`src/rtl/axis_spi_slave_fifo.sv`:
```
// rtl/axis_spi_slave_fifo.sv - oversampled SPI slave with AXI-Stream TX/RX FIFOs
// Everything runs on clk_i; SPI pins pass through synchronisers and SCLK edges are detected from samples.

module axis_spi_slave_fifo_buf #(
    parameter int W     = 8,
    parameter int DEPTH = 16
) (
    input  logic                     clk_i,
    input  logic                     arstn_i,
    input  logic                     push_i,
    input  logic [W-1:0]             wdata_i,
    input  logic                     pop_i,
    output logic [W-1:0]             rdata_o,
    output logic                     empty_o,
    output logic                     full_o,
    output logic [$clog2(DEPTH):0]   level_o
);
    localparam int AW = $clog2(DEPTH);

    logic [W-1:0] mem_q [DEPTH];
    logic [AW:0]  wr_ptr_q, rd_ptr_q;
    logic         wr_en, rd_en;

    assign level_o = wr_ptr_q - rd_ptr_q;
    assign empty_o = (wr_ptr_q == rd_ptr_q);
    assign full_o  = (wr_ptr_q[AW] != rd_ptr_q[AW]) && (wr_ptr_q[AW-1:0] == rd_ptr_q[AW-1:0]);
    assign rd_en   = pop_i & ~empty_o;
    // A push into a full FIFO is accepted only when a pop frees the slot in the same cycle.
    assign wr_en   = push_i & (~full_o | rd_en);
    assign rdata_o = mem_q[rd_ptr_q[AW-1:0]];

    always_ff @(posedge clk_i) begin
        if (wr_en) begin
            mem_q[wr_ptr_q[AW-1:0]] <= wdata_i;
        end
    end

    always_ff @(posedge clk_i or negedge arstn_i) begin
        if (!arstn_i) begin
            wr_ptr_q <= '0;
            rd_ptr_q <= '0;
        end else begin
            if (wr_en) wr_ptr_q <= wr_ptr_q + 1'b1;
            if (rd_en) rd_ptr_q <= rd_ptr_q + 1'b1;
        end
    end
endmodule

module axis_spi_slave_fifo #(
    parameter int                    DATA_WIDTH    = 8,
    parameter int                    FIFO_DEPTH    = 16,
    parameter int                    SYNC_STAGES   = 2,
    parameter logic [DATA_WIDTH-1:0] UNDERRUN_WORD = '0
) (
    input  logic                          clk_i,
    input  logic                          arstn_i,
    input  logic [1:0]                    mode_i,
    input  logic                          spi_clk_i,
    input  logic                          spi_cs_i,
    input  logic                          spi_mosi_i,
    output logic                          spi_miso_o,
    output logic                          spi_miso_oe_o,
    input  logic [DATA_WIDTH-1:0]         s_axis_tdata,
    input  logic                          s_axis_tvalid,
    output logic                          s_axis_tready,
    output logic [DATA_WIDTH-1:0]         m_axis_tdata,
    output logic                          m_axis_tvalid,
    input  logic                          m_axis_tready,
    output logic [$clog2(FIFO_DEPTH):0]   tx_level_o,
    output logic [$clog2(FIFO_DEPTH):0]   rx_level_o,
    output logic                          tx_underrun_o,
    output logic                          rx_overrun_o,
    output logic                          frame_err_o
);
    localparam int CW = $clog2(DATA_WIDTH);
    localparam logic [CW-1:0] LAST_BIT = CW'(DATA_WIDTH - 1);

    typedef enum logic {IDLE, ACTIVE} state_t;

    logic [SYNC_STAGES-1:0] sclk_sync_q, cs_sync_q, mosi_sync_q;
    logic                   sclk_prev_q, cs_prev_q;
    logic                   sclk_s, cs_s, mosi_s;
    logic                   sclk_rise, sclk_fall, cs_rise, cs_fall;
    logic                   lead_edge, trail_edge, sample_edge, shift_edge;

    state_t                 state_q;
    logic                   cpol_q, cpha_q, done_q, miso_q;
    logic [CW-1:0]          bit_cnt_q;
    logic [DATA_WIDTH-1:0]  tx_sr_q, rx_sr_q;
    logic                   tx_underrun_q, rx_overrun_q, frame_err_q;

    logic                   load_req, load_cpha;
    logic [DATA_WIDTH-1:0]  load_word, tx_rdata, rx_rdata;
    logic                   tx_empty, tx_full, rx_empty, rx_full;

    always_ff @(posedge clk_i or negedge arstn_i) begin
        if (!arstn_i) begin
            sclk_sync_q <= '0;
            cs_sync_q   <= '1;
            mosi_sync_q <= '0;
            sclk_prev_q <= 1'b0;
            cs_prev_q   <= 1'b1;
        end else begin
            sclk_sync_q <= {sclk_sync_q[SYNC_STAGES-2:0], spi_clk_i};
            cs_sync_q   <= {cs_sync_q[SYNC_STAGES-2:0], spi_cs_i};
            mosi_sync_q <= {mosi_sync_q[SYNC_STAGES-2:0], spi_mosi_i};
            sclk_prev_q <= sclk_s;
            cs_prev_q   <= cs_s;
        end
    end

    assign sclk_s      = sclk_sync_q[SYNC_STAGES-1];
    assign cs_s        = cs_sync_q[SYNC_STAGES-1];
    assign mosi_s      = mosi_sync_q[SYNC_STAGES-1];
    assign sclk_rise   = sclk_s & ~sclk_prev_q;
    assign sclk_fall   = ~sclk_s & sclk_prev_q;
    assign cs_rise     = cs_s & ~cs_prev_q;
    assign cs_fall     = ~cs_s & cs_prev_q;
    assign lead_edge   = cpol_q ? sclk_fall : sclk_rise;
    assign trail_edge  = cpol_q ? sclk_rise : sclk_fall;
    assign sample_edge = cpha_q ? trail_edge : lead_edge;
    assign shift_edge  = cpha_q ? lead_edge : trail_edge;

    assign load_req  = ((state_q == IDLE) & cs_fall) | ((state_q == ACTIVE) & done_q & ~cs_rise);
    assign load_cpha = (state_q == IDLE) ? mode_i[0] : cpha_q;
    assign load_word = tx_empty ? UNDERRUN_WORD : tx_rdata;

    // The first shift edge of each word (bit counter 0) never advances the register: in CPHA=0
    // it is the trailing edge after the previous word's last sample, in CPHA=1 it presents the MSB.
    always_ff @(posedge clk_i or negedge arstn_i) begin
        if (!arstn_i) begin
            state_q       <= IDLE;
            cpol_q        <= 1'b0;
            cpha_q        <= 1'b0;
            done_q        <= 1'b0;
            bit_cnt_q     <= '0;
            tx_sr_q       <= UNDERRUN_WORD;
            miso_q        <= UNDERRUN_WORD[DATA_WIDTH-1];
            rx_sr_q       <= '0;
            tx_underrun_q <= 1'b0;
            rx_overrun_q  <= 1'b0;
            frame_err_q   <= 1'b0;
        end else begin
            done_q        <= 1'b0;
            tx_underrun_q <= 1'b0;
            frame_err_q   <= 1'b0;
            rx_overrun_q  <= done_q & rx_full & ~m_axis_tready;
            if (load_req) begin
                tx_sr_q       <= load_word;
                tx_underrun_q <= tx_empty;
                if (!load_cpha) miso_q <= load_word[DATA_WIDTH-1];
            end
            case (state_q)
                IDLE: begin
                    if (cs_fall) begin
                        cpol_q    <= mode_i[1];
                        cpha_q    <= mode_i[0];
                        bit_cnt_q <= '0;
                        state_q   <= ACTIVE;
                    end
                end
                ACTIVE: begin
                    if (cs_rise) begin
                        state_q     <= IDLE;
                        frame_err_q <= (bit_cnt_q != '0);
                        bit_cnt_q   <= '0;
                    end else begin
                        if (sample_edge) begin
                            rx_sr_q <= {rx_sr_q[DATA_WIDTH-2:0], mosi_s};
                            if (bit_cnt_q == LAST_BIT) begin
                                bit_cnt_q <= '0;
                                done_q    <= 1'b1;
                            end else begin
                                bit_cnt_q <= bit_cnt_q + 1'b1;
                            end
                        end
                        if (shift_edge && bit_cnt_q != '0) begin
                            tx_sr_q <= tx_sr_q << 1;
                            miso_q  <= tx_sr_q[DATA_WIDTH-2];
                        end else if (shift_edge && cpha_q) begin
                            miso_q  <= tx_sr_q[DATA_WIDTH-1];
                        end
                    end
                end
                default: state_q <= IDLE;
            endcase
        end
    end

    axis_spi_slave_fifo_buf #(.W(DATA_WIDTH), .DEPTH(FIFO_DEPTH)) u_tx_fifo (
        .clk_i   (clk_i),
        .arstn_i (arstn_i),
        .push_i  (s_axis_tvalid),
        .wdata_i (s_axis_tdata),
        .pop_i   (load_req),
        .rdata_o (tx_rdata),
        .empty_o (tx_empty),
        .full_o  (tx_full),
        .level_o (tx_level_o)
    );

    axis_spi_slave_fifo_buf #(.W(DATA_WIDTH), .DEPTH(FIFO_DEPTH)) u_rx_fifo (
        .clk_i   (clk_i),
        .arstn_i (arstn_i),
        .push_i  (done_q),
        .wdata_i (rx_sr_q),
        .pop_i   (m_axis_tready),
        .rdata_o (rx_rdata),
        .empty_o (rx_empty),
        .full_o  (rx_full),
        .level_o (rx_level_o)
    );

    assign s_axis_tready = ~tx_full;
    assign m_axis_tvalid = ~rx_empty;
    assign m_axis_tdata  = rx_empty ? '0 : rx_rdata;
    assign spi_miso_o    = miso_q;
    assign spi_miso_oe_o = ~cs_s;
    assign tx_underrun_o = tx_underrun_q;
    assign rx_overrun_o  = rx_overrun_q;
    assign frame_err_o   = frame_err_q;
endmodule

```
`config.mk`:
```
export PLATFORM = sky130hd
export DESIGN_NAME = axis_spi_slave_fifo
export DESIGN_NICKNAME = d
export VERILOG_FILES = /design/src/rtl/axis_spi_slave_fifo.sv
export SDC_FILE = /design/constraint.sdc
export NUM_CORES = 1
export LEC_CHECK = 0
export BUFFER_PORTS_ARGS = -buffer_cell sky130_fd_sc_hd__buf_2
export CAP_MARGIN = 15
export CORE_MARGIN = 4
export CORE_UTILIZATION = 40
export DETAILED_ROUTE_END_ITERATION = 6
export GPL_TIMING_DRIVEN = 0
export HOLD_SLACK_MARGIN = 0.08
export PLACE_DENSITY = 0.63
export REMOVE_ABC_BUFFERS = 1
export SYNTH_ARGS = -nofsm -noshare
export SYNTH_HDL_FRONTEND = slang
export SYNTH_SLANG_ARGS = --single-unit
```
`constraint.sdc`:
```
create_clock -name clk_i -period 7.3 [get_ports clk_i]
set_clock_uncertainty 0.15 [all_clocks]
set_input_delay 2.19 -clock clk_i [delete_from_list [all_inputs] [get_ports clk_i]]
set_output_delay 2.19 -clock clk_i [all_outputs]
set_load 0.005 [all_outputs]
```
==> flow_summary_export.csv <==
group,metric,value,unit
cells_and_area,drive_gt1_share,23.3,%
cts,holdBufCountCts,0,
die,fp.dieW,186,um
routing,drtIter0Drc,511,
die,die-area,34600,sq um
routing,wl_met3,1.11,mm
cts,clock_latency,0.51,ns
critical_path,worstPathMaxFanout,36,
routing,firstDrtPassIters,7,
logic_synthesis,postSynthCellCount,704,
grt,overflow,0,
routing,m1WireLength,10.6,mm
status,status,"complete, no violations",
cts,cts_sinks,311,
critical_path,crit_type,"flip-flop to output pin",
logic_synthesis,synth_seq_area_share,71.5,%
critical_path,required,4.96,ns
critical_path,startpoint,"u_rx_fifo.rd_ptr_q[1]$_DFFE_PN0P_",
place,gp_congestion,0.756,
min_path,hp-class,"flip-flop to flip-flop",
cts,cts_inserted_buffers,35,
logic_synthesis,synth-edff-count,256,
cells_and_area,final_common_cell,"edfxtp_1",
cells_and_area,fin_area,14400,sq um
place,io_buffer_count,41,
cts,cts_resized,0,
sta,hold_ws,0.198,ns
place,dp_cells,1115,
die,pin_count,42,
cells_and_area,seq_area,9070,sq um
routing,drt_wl_total,23.3,mm
routing,vias,6169,
grt,grt_start_max_net_pins,37,
critical_path,cp-start-kind,"flip-flop",
cells_and_area,fin_cells,1179,
sta,drv_slew,0,
cells_and_area,fin_nets,798,
power,p_leak,5.00,nW
sta,fmax,183,MHz
sta,slew_headroom,24.8,%
power,power_density,380,nW/um^2
critical_path,cp.arrival,3.12,ns
cts,cts_buffer_depth,3,
die,row_count,64,
sta,fin_crit,5.46,ns
cells_and_area,multi_input_area,3330,sq um
routing,wl_per_cell,19.8,um
logic_synthesis,ys_warn_count,0,
routing,dr.max_layer_used,"met4",
place,dpl_cell_area,13300,sq um
power,vdd_drop_max,0.000180,V
routing,drc,0,
logic_synthesis,synth_seq_cells,311,
sta,fin_setup_tns,0,ns
run,maxCapViolCount,0,
sta,worst_pin_slew,1.12,ns
critical_path,crit_top_cell,"nor2b_1",
logic_synthesis,synth_area,12700,sq um
logic_synthesis,async_flop_share,17.7,%
logic_synthesis,syn_area_per_cell,18.0,sq um
logic_synthesis,ys_types,47,
critical_path,worstReg2RegStart,"u_tx_fifo.rd_ptr_q[2]$_DFFE_PN0P_",
critical_path,end_kind,"output pin",
routing,antenna_left,0,
critical_path,worstPathCellList,"inv_1, ha_1, nand4_1, nor2b_1, nor2b_1, buf_2",
cts,cts_max_level,2,
grt,antenna_found_initial,1,
logic_synthesis,synth_flop_cell,"edfxtp_1",
critical_path,max_stage_delay,0.95,ns
cts,tritoncts,"done",
critical_path,worstPathBufferInverterCount,2,
grt,grt_pass1_wl,37.3,mm
cells_and_area,utilization,46.6,%
place,hpwl,15.4,mm
routing,wl_met2,11.3,mm
die,initial_utilization,41.0,%
sta,setup_viol,0,
die,core_area,30900,sq um
cells_and_area,final.fill_count,2628,
sta,hold_viol_final,0,
grt,grt_usage,13.9,%
cts,clkTransAtPathRegs,0.06,ns
min_path,holdCritStartpoint,"mosi_sync_q[0]$_DFF_PN0_",
cells_and_area,final_cell_mix,"edfxtp_1, mux4_2, dfrtp_1",
die,die_y,186,um
sta,fin_crit_sh,74.8,%
cells_and_area,area_growth,13.5,%
critical_path,cp_slowest_cell,"dfrtp_2",
critical_path,path_delay_family,"simple AND/OR/NAND/NOR gates",
sta,rsz0062_at_grt,"false",
routing,routed_via_density,5.23,
cts,root_buffer,"clkbuf_16",
grt,grt_pass1_vias,6472,
cts,postCtsSetupRepairBufs,0,
metal layers:
layer	vias to the layer above	track usage, %
met5	-	0
met2	128	22.3
met4	0	3.38
li1	2851	-
met3	34	2.95
met1	3156	19.6
registers in the layout, indices dropped and copies added (netlist names), 2 cells and up:
name	cells
bit_cnt_q	3
cs_sync_q	2
mosi_sync_q	2
rx_sr_q	8
sclk_sync_q	2
tx_sr_q	8
u_rx_fifo.mem_q	128
u_rx_fifo.rd_ptr_q	5
u_rx_fifo.wr_ptr_q	5
u_tx_fifo.mem_q	128
u_tx_fifo.rd_ptr_q	5
u_tx_fifo.wr_ptr_q	5
area by class of cell:
cell class / count / area share, %
Antenna cell: 1 / 0.0174
Clock buffer: 51 / 6.65
Clock inverter: 10 / 0.721
Inverter: 26 / 0.678
Multi-Input combinational cell: 332 / 23.1
Sequential cell: 311 / 63.0
Tap cell: 396 / 3.44
Timing Repair Buffer: 52 / 2.31
synth_stat cells, types with 4 or more instances:
library cell  instances  area (sq um)
nand4_1               9          56.3
xor2_1                5          43.8
edfxtp_1            256          7690
nand2b_1              8          50.1
dfrtp_1              52          1300
ha_1                 21           263
mux2i_1               7          70.1
mux2_1                7          78.8
inv_1                25          93.8
nor2_1               40           150
nor3_1               12          60.1
nor2b_1              19           119
buf_2                12          60.1
mux4_2               69          1550
o21ai_0               5          25.0
nand2_1              37           139
xnor2_1              19           166
a21o_1                4          30.0
a22oi_1              21           158
clkbuf_1             14          52.6
mux2_2                4          45.0
a21oi_1              14          70.1
power by group:
group / total (W) / switching, W / internal (W) / leakage (nW)
sequential: 0.00250 / 0.000307 / 0.00219 / 3.00
combinational: 0.00135 / 0.000632 / 0.000717 / 1.49
clock: 0.00162 / 0.000666 / 0.000953 / 0.516
per-stage QoR:
step / total power (W) / worst slack [ns]
floorplan: 0.00337 / 2.27
global placement: 0.00387 / 1.38
detailed placement: 0.00391 / 2.20
CTS: 0.00554 / 1.66
global route: 0.00578 / 1.50
finish: 0.00546 / 1.84
logic make-up (layout without fill, tap and decap cells):
logic type | Yosys count | after routing | synth area share [%]
flops | 311 | 311 | 71.5
fa+ha+maj | 23 | 23 | 2.39
simple gates | 138 | 138 | 5.20
compound gates | 59 | 59 | 3.12
buf+inv | 61 | 139 | 2.19
xor+xnor | 25 | 25 | 1.79
mux | 87 | 87 | 13.8
other cells | 0 | 1 | 0
worst paths after layout:
kind / cells after the start / slack (ns) / end
worst max-delay path: 6 / 1.84 / m_axis_tdata[0]
max in group asynchronous: 2 / 4.89 / rx_sr_q[1]$_DFFE_PN0P_
worst min register to register: 0 / 0.20 / mosi_sync_q[1]$_DFF_PN0_
min in group asynchronous: 1 / 1.52 / u_rx_fifo.wr_ptr_q[3]$_DFFE_PN0P_
worst max register to register: 8 / 3.63 / u_tx_fifo.mem_q[2][4]$_DFFE_PP_
worst min-delay path: 0 / 0.20 / mosi_sync_q[1]$_DFF_PN0_
Note: power is estimated with default switching activity, not from simulation.
